`config.mk`:
```
export PLATFORM = sky130hd
export DESIGN_NAME = result_sel_pipe
export DESIGN_NICKNAME = d
export VERILOG_FILES = /design/src/rtl/result_sel_pipe.sv
export SDC_FILE = /design/constraint.sdc
export NUM_CORES = 1
export LEC_CHECK = 0
export BUFFER_PORTS_ARGS = -buffer_cell sky130_fd_sc_hd__buf_2
export CORE_AREA = 2 2 118 120
export CTS_CLUSTER_SIZE = 25
export DETAILED_ROUTE_END_ITERATION = 10
export DIE_AREA = 0 0 120 122
export PLACE_DENSITY_LB_ADDON = 0.3
export SYNTH_ARGS = -nofsm -noshare
export SYNTH_HDL_FRONTEND = slang
export SYNTH_SLANG_ARGS = --single-unit
```
`constraint.sdc`:
```
create_clock -name clk -period 3.51 [get_ports clk]
set_clock_uncertainty 0.1 [all_clocks]
set_input_delay 0.702 -clock clk [delete_from_list [all_inputs] [get_ports clk]]
set_output_delay 0.702 -clock clk [all_outputs]
set_load 0.05 [all_outputs]
```
`src/rtl/result_sel_pipe.sv`:
```
`default_nettype none
// ============================================================================
// Module   : result_sel_pipe
// Brief    : Registered N:1 result selector with valid/ready handshake and a
//            sticky out-of-range select flag. Define RESULT_SEL_PIPE_SKID_EN
//            to add a skid register behind the output register.
// Revision : 1.0
// ============================================================================
module result_sel_pipe #(
  parameter int  WIDTH  = 32,
  parameter int  NUM_IN = 8,
  localparam int SEL_W  = $clog2(NUM_IN)
) (
  input  logic                    clk,
  input  logic                    reset,
  input  logic                    in_valid,
  output logic                    in_ready,
  input  logic [SEL_W-1:0]        sel,
  input  logic [NUM_IN*WIDTH-1:0] in_data,
  output logic                    out_valid,
  input  logic                    out_ready,
  output logic [WIDTH-1:0]        out_data,
  output logic [SEL_W-1:0]        out_sel,
  output logic                    sel_err,
  input  logic                    clear_err
);

  localparam logic [SEL_W:0] c_NUM_IN = (SEL_W+1)'(NUM_IN);

  logic             w_in_fire;
  logic             w_sel_ok;
  logic [WIDTH-1:0] w_word;

  logic             out_valid_q, out_valid_d;
  logic [WIDTH-1:0] out_data_q, out_data_d;
  logic [SEL_W-1:0] out_sel_q, out_sel_d;
  logic             sel_err_q, sel_err_d;

  assign w_in_fire = in_valid && in_ready;
  assign w_sel_ok  = {1'b0, sel} < c_NUM_IN;

  // Unmatched select values fall through to zero.
  always_comb begin
    w_word = '0;
    for (int k = 0; k < NUM_IN; k++) begin
      if (sel == SEL_W'(k)) w_word = in_data[k*WIDTH +: WIDTH];
    end
  end

  always_comb begin
    sel_err_d = sel_err_q;
    if (w_in_fire && !w_sel_ok) sel_err_d = 1'b1;
    else if (clear_err)         sel_err_d = 1'b0;
  end

`ifdef RESULT_SEL_PIPE_SKID_EN
  logic             skid_valid_q, skid_valid_d;
  logic [WIDTH-1:0] skid_data_q, skid_data_d;
  logic [SEL_W-1:0] skid_sel_q, skid_sel_d;
  logic             in_ready_q, in_ready_d;

  // in_ready is low whenever skid is full, so no input arrives while skid drains.
  always_comb begin
    out_valid_d  = out_valid_q;
    out_data_d   = out_data_q;
    out_sel_d    = out_sel_q;
    skid_valid_d = skid_valid_q;
    skid_data_d  = skid_data_q;
    skid_sel_d   = skid_sel_q;
    if (!out_valid_q || out_ready) begin
      if (skid_valid_q) begin
        out_valid_d  = 1'b1;
        out_data_d   = skid_data_q;
        out_sel_d    = skid_sel_q;
        skid_valid_d = 1'b0;
      end else if (w_in_fire) begin
        out_valid_d = 1'b1;
        out_data_d  = w_word;
        out_sel_d   = sel;
      end else begin
        out_valid_d = 1'b0;
      end
    end else if (w_in_fire) begin
      skid_valid_d = 1'b1;
      skid_data_d  = w_word;
      skid_sel_d   = sel;
    end
    in_ready_d = !skid_valid_d;
  end

  always_ff @(posedge clk or posedge reset) begin
    if (reset) begin
      skid_valid_q <= 1'b0;
      skid_data_q  <= '0;
      skid_sel_q   <= '0;
      in_ready_q   <= 1'b0;
    end else begin
      skid_valid_q <= skid_valid_d;
      skid_data_q  <= skid_data_d;
      skid_sel_q   <= skid_sel_d;
      in_ready_q   <= in_ready_d;
    end
  end

  assign in_ready = in_ready_q;
`else
  logic en_q;

  always_comb begin
    out_valid_d = out_valid_q;
    out_data_d  = out_data_q;
    out_sel_d   = out_sel_q;
    if (w_in_fire) begin
      out_valid_d = 1'b1;
      out_data_d  = w_word;
      out_sel_d   = sel;
    end else if (out_valid_q && out_ready) begin
      out_valid_d = 1'b0;
    end
  end

  // Keeps in_ready low from reset until the first edge after release.
  always_ff @(posedge clk or posedge reset) begin
    if (reset) en_q <= 1'b0;
    else       en_q <= 1'b1;
  end

  assign in_ready = en_q && (!out_valid_q || out_ready);
`endif

  always_ff @(posedge clk or posedge reset) begin
    if (reset) begin
      out_valid_q <= 1'b0;
      out_data_q  <= '0;
      out_sel_q   <= '0;
      sel_err_q   <= 1'b0;
    end else begin
      out_valid_q <= out_valid_d;
      out_data_q  <= out_data_d;
      out_sel_q   <= out_sel_d;
      sel_err_q   <= sel_err_d;
    end
  end

  assign out_valid = out_valid_q;
  assign out_data  = out_data_q;
  assign out_sel   = out_sel_q;
  assign sel_err   = sel_err_q;

endmodule
`default_nettype wire

```
; ---- Word-level counts from Yosys, hierarchy flattened
; Cells that the tools add are included.
[word_totals]
mem_bits_rw = 0
latchBits = 0
memories = 0
elab_cells = 28
rom_bits = 0
regBits = 37
inputBits = 264
out_inout_bits = 38
[op_classes]
muxes = 10
order_cmp = 0
n_addsub = 0
multipliers = 0
div_mod_pow = 0
shift = 0
reduce_logical = 7
bitwise_logic = 0
n_eq_ne = 7
[ops]
columns = operator, n
row1 = $mux 32, 8
row2 = $eq 3x3->1 const B, 4
row3 = $eq 3x2->1 const B, 2
row4 = $eq 3x1->1 const B, 1
row5 = $logic_and 1x1->1, 3
row6 = $logic_not 3->1, 1
row7 = $mux 1, 2
row8 = $reduce_bool 2->1, 1
row9 = $logic_not 1->1, 1
row10 = $logic_or 1x1->1, 1

; ---- Depth between registers and ports, before layout
; Gate-level depths: netlist of run 1.
[depth]
ltp_word = 9
ltp_mapped = 7
mapped_depth_nobuf = 4

; ---- Worst setup path after synthesis of run 1
; OpenSTA, ideal clock, no wires.
[synth_path]
kind = input -> output
start = in out_ready
end = out in_ready
n_path_buf = 0
setup_slack_ns = 1.445
required_time_ns = 2.708
arrival_time_ns = 1.263
stages = 2
cell_sequence = nand2b_1 -> and2_1
[synth_via]
elab_chain_cells = 2
[synth_lines]
columns = element, line
row1 = "start, declared", 21  ; input logic out_ready,
row2 = $logic_or 1x1->1, 128  ; assign in_ready = en_q && (!out_valid_q || out_ready);
row3 = $logic_and 1x1->1, 128
row4 = "end, declared", 17  ; output logic in_ready,
; No other way between the ends.

; ---- Worst setup path after layout of run 1
[layout_path]
start = in sel[2]
end = reg out_data_q[26], in the netlist out_data[26]
[layout_via]
elab_chain_cells = 9
elab_cells_between_ends = 16
classes_between = 7 x eq/ne / 8 x mux / 1 x reduce/logical
[layout_lines]
columns = element, line
row1 = "start, declared", 18  ; input logic [SEL_W-1:0] sel,
row2 = $logic_not 3->1, 46  ; if (sel == SEL_W'(k)) w_word = in_data[k*WIDTH +: WIDTH];
row3 = $mux 32 (7 in series), 46
row4 = $mux 32 (*), 46
row5 = "end signal, assigned", 139  ; out_data_q <= out_data_d;
row6 = "end, declared", 35  ; logic [WIDTH-1:0] out_data_q, out_data_d;
; Every way passes the cells marked *; elsewhere a longest branch is shown, timed or not.
; A chain may end at the register's enable or synchronous reset.

==> flow_summary_export.csv, run 1 <==
group,metric,value,unit
sta,finalCritPeriodShare,66.2,%
setup_path,cp.required,3.57,ns
logic_synthesis,synth-seq-cells,37,
setup_path,crit_type,"in2reg",
power,p_total,2.05,mW
place,dpl_cell_area,5370,sq um
setup_path,start_kind,"input pin",
detailed_routing,ant_nets,0,
finish,nNetsFinal,1024,
detailed_routing,drt-total-wl,16.5,mm
global_route,grt_usage,22.2,%
detailed_routing,vias_per_cell,5.26,
finish,area_growth,44.4,%
finish,layout-drive-gt1-share,47.4,%
place,gp_congestion,0.851,
sta,finalHoldViolCount,0,
setup_path,crit_end,"out_data[26]",
sta,timing.slew.headroom,43.9,%
outcome,status,"finished, final reports clean",
logic_synthesis,syn-num-nets,760,
detailed_routing,wl_met2,8.18,mm
logic_synthesis,syn_avg_cell_area,7.74,sq um
clock_tree,cts_resized,0,
clock_tree,post_cts_buffers,0,
logic_synthesis,syn_inst,496,
detailed_routing,first_iter_violations,380,
floorplanning,dieHeight,122,um
floorplanning,io_pins,302,
setup_path,crit_path_max_fanout,16,
sta,slew_viol_final,0,
global_route,grt_pass1_vias,4892,
logic_synthesis,yosysWarnings,0,
clock_tree,postCtsHoldBufs,0,
sta,rsz0062_at_grt,"no",
logic_synthesis,syn_area,3840,sq um
finish,instances_no_fill,941,
setup_path,arrival,2.38,ns
sta,tns,0,ns
place,port_buffers,299,
sta,min_period,2.33,ns
setup_path,reg2reg_to,"out_data[11]",
clock_tree,cts-buffers-inserted,5,
floorplanning,core,13500,sq um
detailed_routing,wl_met1,6.84,mm
floorplanning,die_x,120,um
detailed_routing,drt-pass1-iter-count,4,
detailed_routing,avgRoutedWirePerCell,17.6,um
finish,fin_area,5540,sq um
sta,whs,0.367,ns
clock_tree,cts_tree,"yes",
setup_path,reg2reg_depth,5,
sta,setup_ws,1.18,ns
power,p_leak,2.57,nW
finish,layout_commonest_cell,"buf_2",
setup_path,crit_path_end_kind,"flip-flop",
finish,layout_common_cells,"buf_2 (298), a21oi_1 (64), nor2_1 (48), nand2_1 (43), dfrtp_1 (37)",
detailed_routing,highest_layer,"met4",
global_route,grt-ovfl-total,0,
sta,setup_viol,0,
floorplanning,rows,43,
detailed_routing,remaining_drc_errors,0,
global_route,antenna_found_initial,0,
job,drv_cap,0,
place,post-place-ws,0.899,ns
place,dp.final_hpwl,12.1,mm
setup_path,r2r_start,"out_valid",
clock_tree,cts_sinks,37,
global_route,grt_max_degree,43,
clock_tree,cts-root-buf,"clkbuf_16",
setup_path,startpoint,"sel[2]",
sta,max_freq,0.430,GHz
clock_tree,clk_latency,0.28,ns
detailed_routing,route.met3.wl,1.21,mm
detailed_routing,num_vias,4952,
clock_tree,clockBufferDepth,2,
power,powerDensity,369,nW/um^2
finish,postLayoutCoreUtil,41.0,%
worst_hold_path,min_path_type,"reg2reg",
global_route,grt_pass1_wl,25.5,mm
setup_path,r2r_slack,1.47,ns
floorplanning,start_util,28.4,%
sta,worst_slew_pin_slew,0.840,ns
finish,diodes,0,
power,ir_worst_vdd,0.000231,V
clock_tree,clk_pin_slew,0.06,ns
clock_tree,cts_max_level,2,
logic_synthesis,yosysUniqueCellTypes,32,
logic_synthesis,yosysSeqAreaShare,24.1,%
floorplanning,die-area,14600,sq um
place,placed_cells,933,
[worst max-delay path, stage by stage]
cell and delay, ns:
buf_2 0.35, and2b_1 0.49, buf_12 0.23, a22oi_1 0.08, or2_0 0.21, a311oi_1 0.31
[area by class of cell]
type / instances / area (sq um)
sequential: 37 / 926
timing repair buffer: 314 / 1620
inverter: 1 / 3.75
multi-input combinational: 401 / 2590
tap: 180 / 225
clock buffer: 6 / 139
fill: 1433 / 7960
clock inverter: 2 / 37.5
[worst min path at each step]
| stage | startpoint | end | slack [ns] | cells past startpoint |
|---|---|---|---|---|
| 6_report | out_sel[1] | out_sel[1] | 0.37 | 2 |
| 5_1_grt | out_sel[1] | out_sel[1] | 0.41 | 2 |
| 4_1_cts | out_sel[1] | out_sel[1] | 0.37 | 2 |
| 3_5_place_dp | out_sel[1] | out_sel[1] | 0.36 | 2 |
| 3_3_place_gp | out_sel[2] | out_sel[2] | 0.35 | 2 |
| 2_1_floorplan | out_sel[1] | out_sel[1] | 0.64 | 2 |
[power by group]
group          leakage (nW)  switching [mW]  internal, mW
sequential            0.416          0.0448         0.510
combinational          2.07           0.620         0.335
clock                0.0831           0.182         0.355
[Yosys cell counts]
library cell / n / area [sq um]
and2b_1: 1 / 7.51
mux2_2: 24 / 270
dfrtp_1: 37 / 926
a311oi_1: 24 / 210
inv_1: 1 / 3.75
o2bb2ai_1: 24 / 210
a21oi_1: 64 / 320
nor2_1: 48 / 180
or2_1: 2 / 12.5
conb_1: 2 / 7.51
buf_2: 17 / 85.1
o22ai_1: 24 / 150
and2_4: 1 / 8.76
o221a_1: 8 / 90.1
a22oi_1: 24 / 180
nor3_1: 32 / 160
nand2b_1: 1 / 6.26
or2_0: 23 / 144
buf_6: 8 / 90.1
nor2_2: 1 / 6.26
buf_4: 9 / 67.6
nor2b_1: 2 / 12.5
clkbuf_1: 20 / 75.1
and3_1: 1 / 6.26
or2_2: 8 / 50.1
nand2_1: 43 / 161
mux2i_1: 24 / 240
a221o_1: 8 / 80.1
and2_1: 2 / 12.5
nand2_2: 1 / 6.26
nand3_1: 9 / 45.0
buf_1: 3 / 11.3
[state kept, by name (all words and copies together) (netlist names)]
register   count
en_q           1
out_valid      1
out_data      32
out_sel        3
[routing by layer]
| metal | up-vias | track usage (%) |
|---|---|---|
| met3 | 21 | 3.75 |
| li1 | 2387 | - |
| met2 | 237 | 39.2 |
| met4 | 0 | 6.18 |
| met5 | - | 0 |
| met1 | 2307 | 27.8 |
[kinds of logic after synthesis]
group	count (synthesis)	share of synthesized area, %
and+or+nand+nor	175	21.4
buffers and inverters	58	8.67
DFF	37	24.1
AOI/OAI and AO/OA	176	32.3
other	2	0.196
muxes	48	13.3
(Power assumes the default switching activity.)
==> run 2, diff against run 1 <==
- ABC_AREA: unset -> 1
- CORE_AREA: 2 2 118 120 -> 2 2 119 121
- DIE_AREA: 0 0 120 122 -> 0 0 121 123
- clock period: 3.51 -> 1.95 ns (I/O delays scaled with it)
==> flow_summary_export.csv, run 2 <==
group,metric,value,unit
global_route,antenna_found_initial,0,
logic_synthesis,syn_area,3680,sq um
job,drv_cap,0,
clock_tree,clk_latency,0.28,ns
setup_path,critPathMaxStageDelay,0.41,ns
power,p_total,3.42,mW
finish,postLayoutCoreUtil,41.8,%
setup_path,critPathSlowestCell,"inv_2",
worst_hold_path,min_path_type,"in2async",
sta,finalCritPeriodShare,85.8,%
sta,timing.slew.headroom,65.3,%
sta,min_period,1.67,ns
finish,nNetsFinal,1204,
setup_path,cp.required,2.07,ns
place,dp.final_hpwl,13.2,mm
finish,area_growth,54.9,%
global_route,grtUsageMet2,37.7,%
finish,diodes,0,
clock_tree,cts_tree,"yes",
setup_path,arrival,1.79,ns
logic_synthesis,yosysWarnings,0,
floorplanning,core,13600,sq um
setup_path,start_kind,"input pin",
sta,worst_slew_pin_slew,0.519,ns
logic_synthesis,synth_top_area_share,25.2,%
logic_synthesis,synth_edf_count,0,
detailed_routing,num_vias,5317,
clock_tree,postCtsHoldBufs,0,
power,powerDensity,600,nW/um^2
logic_synthesis,synth.most_common_cell,"nand2_1",
floorplanning,die_x,121,um
setup_path,crit_path_end_kind,"flip-flop",
logic_synthesis,netlist.top_cell.by_area,"dfrtp_1",
sta,finalHoldViolCount,0,
logic_synthesis,synth_common_cells,"nand2_1 (198), inv_1 (82), nor2_1 (81), nand4_1 (72), a21oi_1 (64)",
clock_tree,cts-root-buf,"clkbuf_16",
floorplanning,rows,43,
place,placed_cells,1113,
sta,tns,0,ns
logic_synthesis,synthArstFlopShare,100,%
detailed_routing,ant_nets,0,
setup_path,crit_type,"in2reg",
detailed_routing,drt-pass1-iter-count,4,
floorplanning,start_util,27.0,%
clock_tree,cts_sinks,37,
global_route,met3_usage,3.27,%
floorplanning,io_pins,302,
global_route,grt_pass1_wl,24.4,mm
sta,setup_viol,0,
logic_synthesis,ys.flop_type,"dfrtp_1",
setup_path,reg2reg_depth,5,
floorplanning,dieHeight,123,um
logic_synthesis,yosysSeqAreaShare,25.2,%
sta,setup_ws,0.277,ns
place,port_buffers,299,
clock_tree,clk_pin_slew,0.06,ns
finish,layout_commonest_cell,"buf_2",
logic_synthesis,syn_inst,654,
sta,slew_viol_final,0,
clock_tree,clockBufferDepth,2,
finish,instances_no_fill,1121,
logic_synthesis,syn-num-nets,918,
logic_synthesis,yosysUniqueCellTypes,20,
outcome,status,"finished, final reports clean",
detailed_routing,drt-total-wl,16.6,mm
place,dpl_cell_area,5550,sq um
setup_path,crit_chain,"buf_2, buf_4, nand3_2, inv_2, a21oi_1, nand4_1, nand2_1, nand2_1",
global_route,grt_max_degree,47,
sta,max_freq,0.598,GHz
clock_tree,cts_resized,0,
global_route,grt-ovfl-total,0,
clock_tree,post_cts_buffers,0,
detailed_routing,remaining_drc_errors,0,
global_route,grt_busiest_layer,"met2",
place,post-place-ws,0.0133,ns
floorplanning,die-area,14900,sq um
detailed_routing,first_iter_violations,236,
global_route,grt_use_met1,26.1,%
finish,fin_area,5690,sq um
setup_path,crit_path_max_fanout,24,
detailed_routing,vias_per_cell,4.74,
place,gp_congestion,0.891,
sta,whs,0.115,ns
finish,largest_register_ffs,32,
clock_tree,cts-buffers-inserted,5,
sta,rsz0062_at_grt,"no",
finish,layout_common_cells,"buf_2 (299), nand2_1 (197), inv_1 (81), nor2_1 (80), nand4_1 (72)",
logic_synthesis,syn_avg_cell_area,5.62,sq um
detailed_routing,avgRoutedWirePerCell,14.8,um
logic_synthesis,ys_top_cells_by_area,"dfrtp_1 (25%), nand2_1 (20%), nand4_1 (12%), a21oi_1 (8.7%), inv_1 (8.4%)",
logic_synthesis,synth-seq-cells,37,
global_route,grt_pass1_vias,4875,
power,ir_worst_vdd,0.000315,V
global_route,grt_usage,21.1,%
setup_path,crit_top_cell,"nand2_1",
power,p_leak,3.36,nW
clock_tree,cts_max_level,2,
finish,layout-drive-gt1-share,36.9,%
run 2: cell count changes after synthesis, moves of 32 or more:
cell and delta:
nor2_1 +33, inv_1 +81, nor3_1 -32, nand4_1 +72, nand2_1 +155, nand3_1 +48
run 2: critical path, delay by kind of cell:
kind | cells | cell delay (ns)
buffers and inverters | 3 | 0.85
and+or+nand+nor | 4 | 0.42
AOI/OAI and AO/OA | 1 | 0.13
run 2: power breakdown:
part	total, mW	switching (mW)	internal (mW)
combinational	1.63	1.10	0.529
clock	0.799	0.330	0.469
sequential	0.983	0.0727	0.911
run 2: final cells by class:
class | count | area (sq um)
Clock buffer | 5 | 125
Inverter | 87 | 329
Fill cell | 1562 | 7920
Sequential cell | 37 | 926
Multi-Input combinational cell | 484 | 2240
Tap cell | 180 | 225
Timing Repair Buffer | 325 | 1830
Clock inverter | 3 | 17.5
run 2: kinds of logic (layout without fill, tap and decap cells):
| family | count (synthesis) | in the layout | synth area share, % |
|---|---|---|---|
| compound gates | 68 | 68 | 9.33 |
| buf+inv | 133 | 420 | 14.6 |
| flops | 37 | 37 | 25.2 |
| other cells | 2 | 2 | 0.204 |
| simple gates | 414 | 414 | 50.6 |
run 2: per-layer routing:
layer  vias to the layer above  routed length, um  share of wire, %
met3                        23               1200               7.3
met4                         0                374               2.3
li1                       2679                  -                 -
met2                       214               8340                50
met1                      2401               6680                40
met5                         -                  0                 0
run 2: worst paths after layout:
path                             start           end  slack [ns]
hold reg to reg            out_data[3]   out_data[3]        0.37
hold / removal                   reset  out_data[21]        0.12
max in group asynchronous        reset  out_data[26]        1.28
min in group clk             out_ready     out_valid        0.29
setup reg to reg             out_valid   out_data[9]        0.57
setup / recovery                sel[1]  out_data[21]        0.28
==> run 3, diff against run 2 <==
- clock period: 1.95 -> 2 ns (I/O delays scaled with it)
==> flow_summary_export.csv, run 3 (synthesized netlist as in run 2, its figures left out) <==
group,metric,value,unit
sta,tns,0,ns
floorplanning,dieHeight,123,um
place,post-place-ws,0.0921,ns
power,p_seq_share,28.6,%
global_route,antenna_found_initial,0,
setup_path,r2r_start,"out_valid",
floorplanning,rows,43,
place,port_buffers,299,
sta,finalCritPeriodShare,83.5,%
finish,layout-drive-gt1-share,36.8,%
place,dpl_cell_area,5510,sq um
clock_tree,cts-buffers-inserted,5,
setup_path,crit_type,"reg2out",
place,placed_cells,1112,
sta,worst_slew_pin_slew,0.513,ns
finish,nNetsFinal,1203,
finish,area_growth,53.9,%
finish,layout_common_cells,"buf_2 (299), nand2_1 (197), inv_1 (81), nor2_1 (80), nand4_1 (72)",
clock_tree,cts_max_level,2,
clock_tree,cts_tree,"yes",
detailed_routing,remaining_drc_errors,0,
clock_tree,cts_resized,0,
power,p_clk_share,24.1,%
detailed_routing,ant_nets,0,
sta,max_freq,0.599,GHz
detailed_routing,drt-total-wl,16.4,mm
finish,instances_no_fill,1120,
power,internal_power,1.89,mW
finish,diodes,0,
clock_tree,post_cts_buffers,0,
power,combPwrFrac,47.4,%
setup_path,start_kind,"flip-flop",
worst_hold_path,min_path_type,"in2async",
global_route,grt_max_degree,72,
setup_path,crit_end,"in_ready",
setup_path,startpoint,"out_valid",
detailed_routing,avgRoutedWirePerCell,14.7,um
clock_tree,clk_pin_slew,0.06,ns
floorplanning,die-area,14900,sq um
power,ir_worst_vdd,0.000215,V
sta,min_period,1.67,ns
job,drv_cap,0,
setup_path,reg2reg_to,"out_data[9]",
sta,whs,0.122,ns
power,powerDensity,592,nW/um^2
power,switching_share,43.6,%
sta,slew_viol_final,0,
setup_path,crit_path_max_fanout,3,
clock_tree,cts_sinks,37,
detailed_routing,first_iter_violations,197,
global_route,grt-ovfl-total,0,
finish,fin_area,5660,sq um
finish,postLayoutCoreUtil,41.6,%
sta,setup_viol,0,
detailed_routing,num_vias,5293,
clock_tree,cts-root-buf,"clkbuf_16",
clock_tree,clockBufferDepth,2,
floorplanning,start_util,27.0,%
sta,rsz0062_at_grt,"no",
clock_tree,clk_latency,0.27,ns
power,p_leak,3.35,nW
place,gp_congestion,0.958,
setup_path,crit_path_end_kind,"output pin",
detailed_routing,drt-pass1-iter-count,5,
clock_tree,postCtsHoldBufs,0,
power,switchingPower,1.46,mW
setup_path,reg2reg_depth,5,
power,p_total,3.35,mW
global_route,grt_pass1_wl,24.0,mm
finish,layout_commonest_cell,"buf_2",
sta,timing.slew.headroom,65.8,%
setup_path,arrival,1.17,ns
floorplanning,core,13600,sq um
sta,setup_ws,0.330,ns
global_route,grt_usage,20.8,%
sta,finalHoldViolCount,0,
setup_path,cp.required,1.50,ns
detailed_routing,vias_per_cell,4.73,
global_route,grt_pass1_vias,4821,
setup_path,r2r_slack,0.64,ns
place,dp.final_hpwl,12.9,mm
floorplanning,io_pins,302,
floorplanning,die_x,121,um
finish,largest_register_ffs,32,
outcome,status,"finished, final reports clean",
-- run 3: how the worst min path moves through the flow --
| stage | slack (ns) | cells past startpoint | end |
|---|---|---|---|
| floorplan | 0.48 | 1 | en_q |
| global placement | 0.36 | 2 | out_data[23] |
| detailed placement | 0.36 | 2 | out_data[28] |
| CTS | 0.15 | 3 | out_data[20] |
| global route | 0.17 | 3 | out_data[20] |
| finish | 0.12 | 3 | out_data[22] |
-- run 3: layout make-up --
class	count	area, sq um
clock buffer	6	139
clock inverter	2	13.8
fill	1521	7950
inverter	87	329
multi-input combinational	484	2240
sequential	37	926
tap	180	225
timing repair buffer	324	1780
-- run 3: power groups by stage --
stage	Sequential, mW	Combinational [mW]	Clock, mW
2_1_floorplan	1.47	0.486	0
3_3_place_gp	0.965	1.59	0
3_5_place_dp	0.967	1.59	0
4_1_cts	0.957	1.60	0.845
5_1_grt	0.972	1.71	0.874
6_report	0.957	1.59	0.807
-- run 3: critical path, cell delays in order, from the launching register on --
cell,delay (ns)
dfrtp_1,0.41
a21boi_4,0.19
buf_2,0.29
-- run 3: metal layers --
layer / wire, um / GRT usage [%] / up-vias / share of wire (%)
met1: 6660 / 25.9 / 2363 / 41
li1: - / - / 2684 / -
met2: 8170 / 36.2 / 214 / 50
met5: 0 / 0 / - / 0
met4: 470 / 7.41 / 0 / 2.9
met3: 1130 / 3.74 / 32 / 6.9
